--- src/rtl/muldiv_unit.sv ---
// Sequential unsigned multiply/divide unit writing its result straight into the register file.
// Latency: done/wrenable pulse 16 cycles after the accepting edge; the next start is accepted one cycle after WB.
// Backpressure: busy is high through RUN and WB; start is ignored while busy (there is no queueing).
module muldiv_unit #(
  parameter int WIDTH = 16,
  parameter int ADW   = 3
) (
  input  logic             clk,
  input  logic             reset,
  input  logic             start,
  input  logic [1:0]       op,
  input  logic [WIDTH-1:0] srca,
  input  logic [WIDTH-1:0] srcb,
  input  logic [ADW-1:0]   dest,
  output logic             busy,
  output logic             done,
  output logic             div0,
  output logic [WIDTH-1:0] wr,
  output logic [ADW-1:0]   a3,
  output logic             wrenable
);

  typedef enum logic [1:0] {IDLE, RUN, WB} state_t;

  state_t           state_q, state_d;
  logic [3:0]       cnt_q, cnt_d;
  logic [1:0]       op_q, op_d;
  logic [WIDTH-1:0] opnd_q, opnd_d;   // multiplicand (MUL) or divisor (DIV)
  logic [WIDTH-1:0] hi_q, hi_d;       // product high half / partial remainder
  logic [WIDTH-1:0] lo_q, lo_d;       // multiplier then product low half / dividend then quotient
  logic [ADW-1:0]   dest_q, dest_d;
  logic             div0_q, div0_d;
  logic [WIDTH-1:0] wr_q, wr_d;
  logic [ADW-1:0]   a3_q, a3_d;

  logic [WIDTH:0]   mul_sum;
  logic [WIDTH:0]   rem_sh;
  logic [WIDTH:0]   rem_diff;
  logic             rem_ge;
  logic [WIDTH-1:0] step_hi, step_lo;

  // One datapath iteration: shift-add multiply or restoring divide step.
  // The partial remainder stays below the divisor (or is a dividend prefix when the
  // divisor is zero), so the sign bit of the WIDTH+1 subtraction is a valid compare.
  always_comb begin
    mul_sum  = {1'b0, hi_q} + (lo_q[0] ? {1'b0, opnd_q} : {(WIDTH+1){1'b0}});
    rem_sh   = {hi_q, lo_q[WIDTH-1]};
    rem_diff = rem_sh - {1'b0, opnd_q};
    rem_ge   = ~rem_diff[WIDTH];
    step_hi  = '0;
    step_lo  = '0;
    if (op_q[1]) begin
      step_hi = rem_ge ? rem_diff[WIDTH-1:0] : rem_sh[WIDTH-1:0];
      step_lo = {lo_q[WIDTH-2:0], rem_ge};
    end else begin
      {step_hi, step_lo} = {mul_sum, lo_q[WIDTH-1:1]};
    end
  end

  // Next-state and register-load decode for the IDLE/RUN/WB sequence.
  always_comb begin
    state_d = state_q;
    cnt_d   = cnt_q;
    op_d    = op_q;
    opnd_d  = opnd_q;
    hi_d    = hi_q;
    lo_d    = lo_q;
    dest_d  = dest_q;
    div0_d  = div0_q;
    wr_d    = wr_q;
    a3_d    = a3_q;
    case (state_q)
      IDLE: begin
        if (start) begin
          state_d = RUN;
          cnt_d   = 4'd0;
          op_d    = op;
          opnd_d  = op[1] ? srcb : srca;
          lo_d    = op[1] ? srca : srcb;
          hi_d    = '0;
          dest_d  = dest;
          div0_d  = op[1] && (srcb == '0);
        end
      end
      RUN: begin
        cnt_d = cnt_q + 4'd1;
        hi_d  = step_hi;
        lo_d  = step_lo;
        if (cnt_q == 4'd15) begin
          state_d = WB;
          // MULH and REM live in the high half, MUL low and quotient in the low half.
          wr_d    = op_q[0] ? step_hi : step_lo;
          a3_d    = dest_q;
        end
      end
      WB:      state_d = IDLE;
      default: state_d = IDLE;
    endcase
  end

  // State and datapath registers with synchronous reset.
  always_ff @(posedge clk) begin
    if (reset) begin
      state_q <= IDLE;
      cnt_q   <= '0;
      op_q    <= '0;
      opnd_q  <= '0;
      hi_q    <= '0;
      lo_q    <= '0;
      dest_q  <= '0;
      div0_q  <= 1'b0;
      wr_q    <= '0;
      a3_q    <= '0;
    end else begin
      state_q <= state_d;
      cnt_q   <= cnt_d;
      op_q    <= op_d;
      opnd_q  <= opnd_d;
      hi_q    <= hi_d;
      lo_q    <= lo_d;
      dest_q  <= dest_d;
      div0_q  <= div0_d;
      wr_q    <= wr_d;
      a3_q    <= a3_d;
    end
  end

  // Outputs decoded from registered state only; register 0 is never written.
  always_comb begin
    busy     = (state_q != IDLE);
    done     = (state_q == WB);
    div0     = (state_q == WB) && div0_q;
    wrenable = (state_q == WB) && (dest_q != '0);
    wr       = wr_q;
    a3       = a3_q;
  end

endmodule

--- config.mk ---
export PLATFORM = sky130hd
export DESIGN_NAME = muldiv_unit
export DESIGN_NICKNAME = d
export VERILOG_FILES = /design/src/rtl/muldiv_unit.sv
export SDC_FILE = /design/constraint.sdc
export NUM_CORES = 1
export LEC_CHECK = 0
export ABC_AREA = 1
export CORE_MARGIN = 2
export CORE_UTILIZATION = 55
export CTS_CLUSTER_DIAMETER = 200
export DETAILED_ROUTE_END_ITERATION = 6
export HOLD_SLACK_MARGIN = 0.15
export PLACE_DENSITY_LB_ADDON = 0.1
export SLEW_MARGIN = 40
export SYNTH_ARGS = -nofsm -noshare
export SYNTH_HDL_FRONTEND = slang
export SYNTH_SLANG_ARGS = --single-unit
--- constraint.sdc ---
create_clock -name clk -period 3.4 [get_ports clk]
set_input_delay 0.68 -clock clk [delete_from_list [all_inputs] [get_ports clk]]
set_output_delay 0.68 -clock clk [all_outputs]
set_load 0.02 [all_outputs]
==> metrics, run 1 <==
via density per instance 5.38; Cell Rows 38; TritonCTS sink count 79; Clock transition at path regs 0.09 ns; initial antenna violation count 0; cell taking the most area after synthesis dfxtp_1; Root Buffer clkbuf_8; Worst Hold End wr[14]$_SDFFE_PP0P_; top_reg_cell synth dfxtp_1; share of flip-flops with an asynchronous set or reset 0; WS Path Type reg2reg; GRT Overall Usage 0.317; hold buffer count at CTS 0; Synth Cell Area 6140 um^2; relative slew slack 0.464; worst path buffer plus inverter count 2; hold_sp wr[14]$_SDFFE_PP0P_; Synth Net Count 1,119; count leader, synth nand2_1; Seq cells post-synth 79; ant diodes 0; Max-Cap Viols 0; via count 6,596; WP data required 3.72 ns; share of the yosys chip area belonging to registers 0.257; Max Clock Skew 0.0120 ns; outcome finished clean; maximum VDD drop 361 uV; chip width 110 um; Hold Path Class reg2reg; Worst path top cell family by delay simple AND/OR/NAND/NOR gates; DP Wirelength 13,800 um; post_cts resized 0; TritonCTS clock tree yes; leakage power 0.00364 uW; worst reg-to-reg path cell count 17; first-pass GRT wire length 28,900 um; routability congestion estimate 0.924; routed length on met2 8030 um; worst path cell trace inv_1, ha_1, inv_1, fa_1, nand2_1, nand2_1, nand3_2, nand2_2, nand2_4, nand2_4, nand2_1, nand2_1, nand2_1, nand3_1, nand2_1, nand2_1, a21oi_1; RSZ-0062 raised after global routing no; final hold violations 0; EDFF count, synth 0; clk buf depth 2; arrival time worst endpoint 3.09 ns; Finished Core Util 0.644; post-route antenna net violation count 0; post-CTS setup buffers 0; Met3 Wirelength 1030 um; total CTS buffers 9; First-pass DRT Iterations 5; final worst path period share 0.815; worst stage delay on the critical path 0.40 ns; # IOs 63; Clk Latency, worst-skew pair 0.39 ns; layout cells sized above 1 0.0497; Slew Limit Fails 0; Yosys warnings 0; Mapped Cells 1,044; reg2reg start lo_q[15]$_SDFFE_PP0P_; wire length on met1 7930 um; synth unique cells 41; wirelength, routed 17,900 um; fin nets 1,157; Crit-path slowest cell fa_1; gr ovfl total 0; Worst Setup Start Kind flip-flop; # DRC 0; crit path max fanout 12; Core Region 10,900 um^2; final setup vio count 0; Slew @ Worst Pin 0.799 ns; top post-synthesis cells by area dfxtp_1 (26%), nand2_1 (22%), inv_1 (9.5%); r2r setup slk 0.63 ns; vias in the first global route 6,055; Tmin final 2.77 ns; Pwr Density 336 nW/um^2; total negative slack 0 ns; area growth from synthesis to layout 14.2%; Most Frequent Cell on Critical Path nand2_1; initial core utilization 0.564; DR iter-0 viols 496; average cell area after synthesis 5.89 um^2; Synth top area share 0.257; Die Ht 110 um; synth cell count leaders nand2_1 (366), inv_1 (155), a21oi_1 (95); worst r2r dst hi_q[12]$_SDFFE_PP0P_; # port buffers 62; CP Capture Type flip-flop; largest net degree at the start of global routing 46; Die Area 12,000 um^2; DR WL/cell 14.6 um; htree depth 3; top sig layer met4; f_max 0.361 GHz; hold path cells 2
[how the worst max path moves through the flow]
stage	from	to	slack [ns]	cells past startpoint
2_1_floorplan	lo_q[0]$_SDFFE_PP0P_	wr[11]$_SDFFE_PP0P_	1.17	15
3_5_place_dp	lo_q[15]$_SDFFE_PP0P_	hi_q[12]$_SDFFE_PP0P_	0.66	17
6_report	lo_q[15]$_SDFFE_PP0P_	hi_q[12]$_SDFFE_PP0P_	0.63	17
5_1_grt	lo_q[15]$_SDFFE_PP0P_	hi_q[12]$_SDFFE_PP0P_	0.39	17
4_1_cts	lo_q[15]$_SDFFE_PP0P_	hi_q[12]$_SDFFE_PP0P_	0.66	17
3_3_place_gp	lo_q[15]$_SDFFE_PP0P_	wr[12]$_SDFFE_PP0P_	0.72	16
[registers in the layout, summed over array words and instances, names as in the netlist]
signal / cells
a3: 3
cnt_q: 4
dest_q: 3
div0_q: 1
hi_q: 16
lo_q: 16
op_q: 2
opnd_q: 16
state_q: 2
wr: 16
[area by class of cell]
type / count / area [um^2]
inverter: 161 / 604
timing repair buffer: 70 / 671
fill: 1097 / 3870
sequential: 79 / 1580
clock inverter: 5 / 66.3
multi-input combinational: 761 / 3780
tap: 140 / 175
clock buffer: 11 / 141
[metrics by stage]
stage | cell area (um^2) | hold slack [ns] | power, uW | setup slack [ns] | cells
finish | 7020 | 0.470 | 2360 | 0.630 | 1227
global route | 7020 | 0.480 | 2480 | 0.391 | 1227
CTS | 7020 | 0.469 | 2350 | 0.656 | 1227
detailed placement | 6810 | 0.458 | 1620 | 0.660 | 1211
global placement | 6810 | 0.454 | 1610 | 0.724 | 1211
floorplan | 6140 | 0.444 | 1440 | 1.17 | 1044
[cells in the final DEF, fill, tap and decap left out, types with 7 or more instances in the layout]
| cell | netlist | routed |
|---|---|---|
| nand2_1 | 366 | 366 |
| inv_1 | 155 | 154 |
| a21oi_1 | 95 | 95 |
| dfxtp_1 | 79 | 78 |
| nand3_1 | 70 | 70 |
| clkdlybuf4s50_1 | 0 | 60 |
| nor2_1 | 59 | 59 |
| o21ai_0 | 50 | 50 |
| ha_1 | 33 | 33 |
| o211ai_1 | 15 | 15 |
| clkbuf_8 | 0 | 10 |
| buf_4 | 0 | 8 |
| nor3_1 | 7 | 7 |
[where the power goes]
group / internal, uW / switching [uW] / total (uW)
Clock: 367 / 381 / 748
Sequential: 967 / 57.1 / 1020
Combinational: 213 / 372 / 585
Total: 1550 / 810 / 2360
[worst register-to-register path, cell delays in order, from the launching register on]
cell and delay [ns]:
dfxtp_1 0.31, inv_1 0.13, ha_1 0.19, inv_1 0.08, fa_1 0.40, nand2_1 0.10, nand2_1 0.10, nand3_2 0.09
nand2_2 0.08, nand2_4 0.10, nand2_4 0.06, nand2_1 0.06, nand2_1 0.34, nand2_1 0.16, nand3_1 0.16, nand2_1 0.13
nand2_1 0.06, a21oi_1 0.14
[metal layers]
| metal | global-route usage | up-vias |
|---|---|---|
| met4 | 0.176 | 0 |
| met3 | 0.0611 | 58 |
| li1 | - | 3392 |
| met2 | 0.511 | 215 |
| met5 | 0 | - |
| met1 | 0.395 | 2931 |
[cell families after synthesis]
| kind of cell | synth area share |
|---|---|
| and+or+nand+nor | 0.362 |
| buffers and inverters | 0.128 |
| AOI/OAI and AO/OA | 0.166 |
| DFF | 0.257 |
| adders and majority gates | 0.0737 |
| xor gates and xnor gates | 0.0128 |
Power figures use the tool's default switching activity.
==> inputs of run 2 (changes only) <==
==> constraint.sdc (replaced) <==
create_clock -name clk -period 2.7 [get_ports clk]
set_input_delay 0.54 -clock clk [delete_from_list [all_inputs] [get_ports clk]]
set_output_delay 0.54 -clock clk [all_outputs]
set_load 0.02 [all_outputs]
==> run 2 against run 1 <==
  * Wire length grew 2.8%
  * Clock power grew 18%
  * Core utilization grew 0.87 points
  * Design area grew 1.4%
  * Critical path depth is the same
  * Sequential share of layout area shrank 0.32 points
  * Final cell count grew 0.98%
  * Non-clock buffer count grew 13
  * Flip-flop and latch count is the same
  * Setup slack lost 0.42 ns
  * Register-to-register slack lost 0.42 ns
  * Sequential power grew 25%
  * Highest routed layer unchanged
==> metrics, run 2 (synthesis gave the netlist of run 1 again) <==
outcome finished clean (unchanged); Max Clock Skew 0.0110 ns (was 0.0120 ns); relative slew slack 0.494 (was 0.464); via count 6,659 (was 6,596); leakage power 0.00371 uW (was 0.00364 uW); TritonCTS clock tree yes (unchanged); Slew Limit Fails 0 (unchanged); f_max 0.401 GHz (was 0.361 GHz); Pwr Density 414 nW/um^2 (was 336 nW/um^2); Die Ht 110 um (unchanged); fin nets 1,170 (was 1,157); # port buffers 62 (unchanged); commonest non-fill, non-tap cell in the layout nand2_1 (unchanged); Cell Rows 38 (unchanged); crit path max fanout 17 (was 12); clk buf depth 2 (unchanged); First-pass DRT Iterations 5 (unchanged); TritonCTS sink count 79 (unchanged); DR WL/cell 14.8 um (was 14.6 um); ant diodes 0 (unchanged); final setup vio count 0 (unchanged); DR iter-0 viols 598 (was 496); most frequent cells in the layout nand2_1 (365), inv_1 (155), a21oi_1 (95), dfxtp_1 (79), nand3_1 (70) (was nand2_1 (366), inv_1 (154), a21oi_1 (95), dfxtp_1 (78), nand3_1 (70)); routability congestion estimate 1.00 (was 0.924); Max-Cap Viols 0 (unchanged); largest net degree at the start of global routing 53 (was 46); DP Wirelength 14,200 um (was 13,800 um); # DRC 0 (unchanged); arrival time worst endpoint 2.73 ns (was 3.09 ns); vias in the first global route 5,890 (was 6,055); WP data required 2.94 ns (was 3.72 ns); post-route antenna net violation count 0 (unchanged); total negative slack 0 ns (unchanged); # IOs 63 (unchanged); total CTS buffers 9 (unchanged); gr ovfl total 0 (unchanged); Comb power frac 0.266 (was 0.248); Root Buffer clkbuf_8 (unchanged); Clk Latency, worst-skew pair 0.38 ns (was 0.39 ns); initial antenna violation count 0 (unchanged); Worst Setup Start Kind flip-flop (unchanged); via density per instance 5.37 (was 5.38); maximum VDD drop 474 uV (was 361 uV); design internal power 1930 uW (was 1550 uW); area growth from synthesis to layout 15.7% (was 14.2%); Hold Path Class reg2reg (unchanged); Net Switching 1010 uW (was 810 uW); Tmin final 2.49 ns (was 2.77 ns); CP Capture Type flip-flop (unchanged); Die Area 12,000 um^2 (unchanged); Clock transition at path regs 0.08 ns (was 0.09 ns); first-pass GRT wire length 29,400 um (was 28,900 um); final worst path period share 0.923 (was 0.815); DP Worst Slack 0.110 ns (was 0.660 ns); worst setup margin 0.208 ns (was 0.630 ns); chip width 110 um (unchanged); WS Path Type reg2reg (unchanged); layout cells sized above 1 0.0591 (was 0.0497); initial core utilization 0.564 (unchanged); GRT Overall Usage 0.325 (was 0.317); Sw Share 0.343 (was 0.344); final hold violations 0 (unchanged); wirelength, routed 18,400 um (was 17,900 um); Core Region 10,900 um^2 (unchanged); clock power share 0.299 (was 0.317); Slew @ Worst Pin 0.759 ns (was 0.799 ns); htree depth 3 (unchanged); RSZ-0062 raised after global routing no (unchanged); Seq pwr share 0.435 (about the same)
## run 2: power groups by stage
stage / Sequential (uW) / Combinational (uW) / Clock, uW
3_3_place_gp: 1310 / 757 / 0
2_1_floorplan: 1270 / 545 / 0
6_report: 1280 / 781 / 879
5_1_grt: 1290 / 875 / 934
3_5_place_dp: 1300 / 766 / 0
4_1_cts: 1280 / 770 / 894
## run 2: metrics by stage
stage,cells,util,total power [uW],hold slack (ns),cell area (um^2)
final,1239,0.653,2940,0.468,7110
after global routing,1239,0.653,3090,0.489,7110
after CTS,1239,0.652,2940,0.470,7100
after detailed placement,1224,0.635,2070,0.457,6920
after global placement,1224,0.635,2060,0.453,6920
after floorplan,1044,-,1820,0.444,6140
## run 2: layer usage
metal  part of all wire  vias up  global-route usage
met2               0.45      268               0.512
met4              0.037        0               0.134
met3              0.079       42              0.0652
met1               0.44     2939               0.433
li1                   -     3410                   -
met5                  0        -                   0
## run 2: worst max-delay path, stage by stage, from the launching register on
cell	delay (ns)
dfxtp_1	0.40
ha_1	0.20
inv_1	0.08
fa_1	0.40
nand2_1	0.11
nand2_1	0.09
nand3_2	0.08
nand2_2	0.08
nand2_4	0.10
nand2_4	0.06
nand2_4	0.08
nand2_4	0.13
nand2_4	0.15
nand2_1	0.06
nand2_1	0.10
nand3_1	0.08
nand2_1	0.09
a21oi_1	0.05
## run 2: path summary, 6_finish.rpt
check / from / endpoint / depth (start not counted) / slack, ns
hold reg to reg: wr[7]$_SDFFE_PP0P_ / wr[7]$_SDFFE_PP0P_ / 2 / 0.47
setup / recovery: opnd_q[0]$_SDFFE_PP0P_ / wr[15]$_SDFFE_PP0P_ / 17 / 0.21
setup reg to reg: opnd_q[0]$_SDFFE_PP0P_ / wr[15]$_SDFFE_PP0P_ / 17 / 0.21
hold / removal: wr[7]$_SDFFE_PP0P_ / wr[7]$_SDFFE_PP0P_ / 2 / 0.47
## run 2: what timing repair did
item	in CTS	in global routing
setup endpoints to repair	0	5
setup buffers	0	0
hold buffers	0	0
gates resized for setup	0	2
## run 2: area by class of cell
cell class | instances | area, um^2
well taps | 140 | 175
inverters | 161 | 604
repair buffers | 83 | 781
clock inverters | 5 | 58.8
fillers | 1073 | 3780
multi-input cells | 761 | 3780
clock buffers | 10 | 128
flip-flops and latches | 79 | 1580
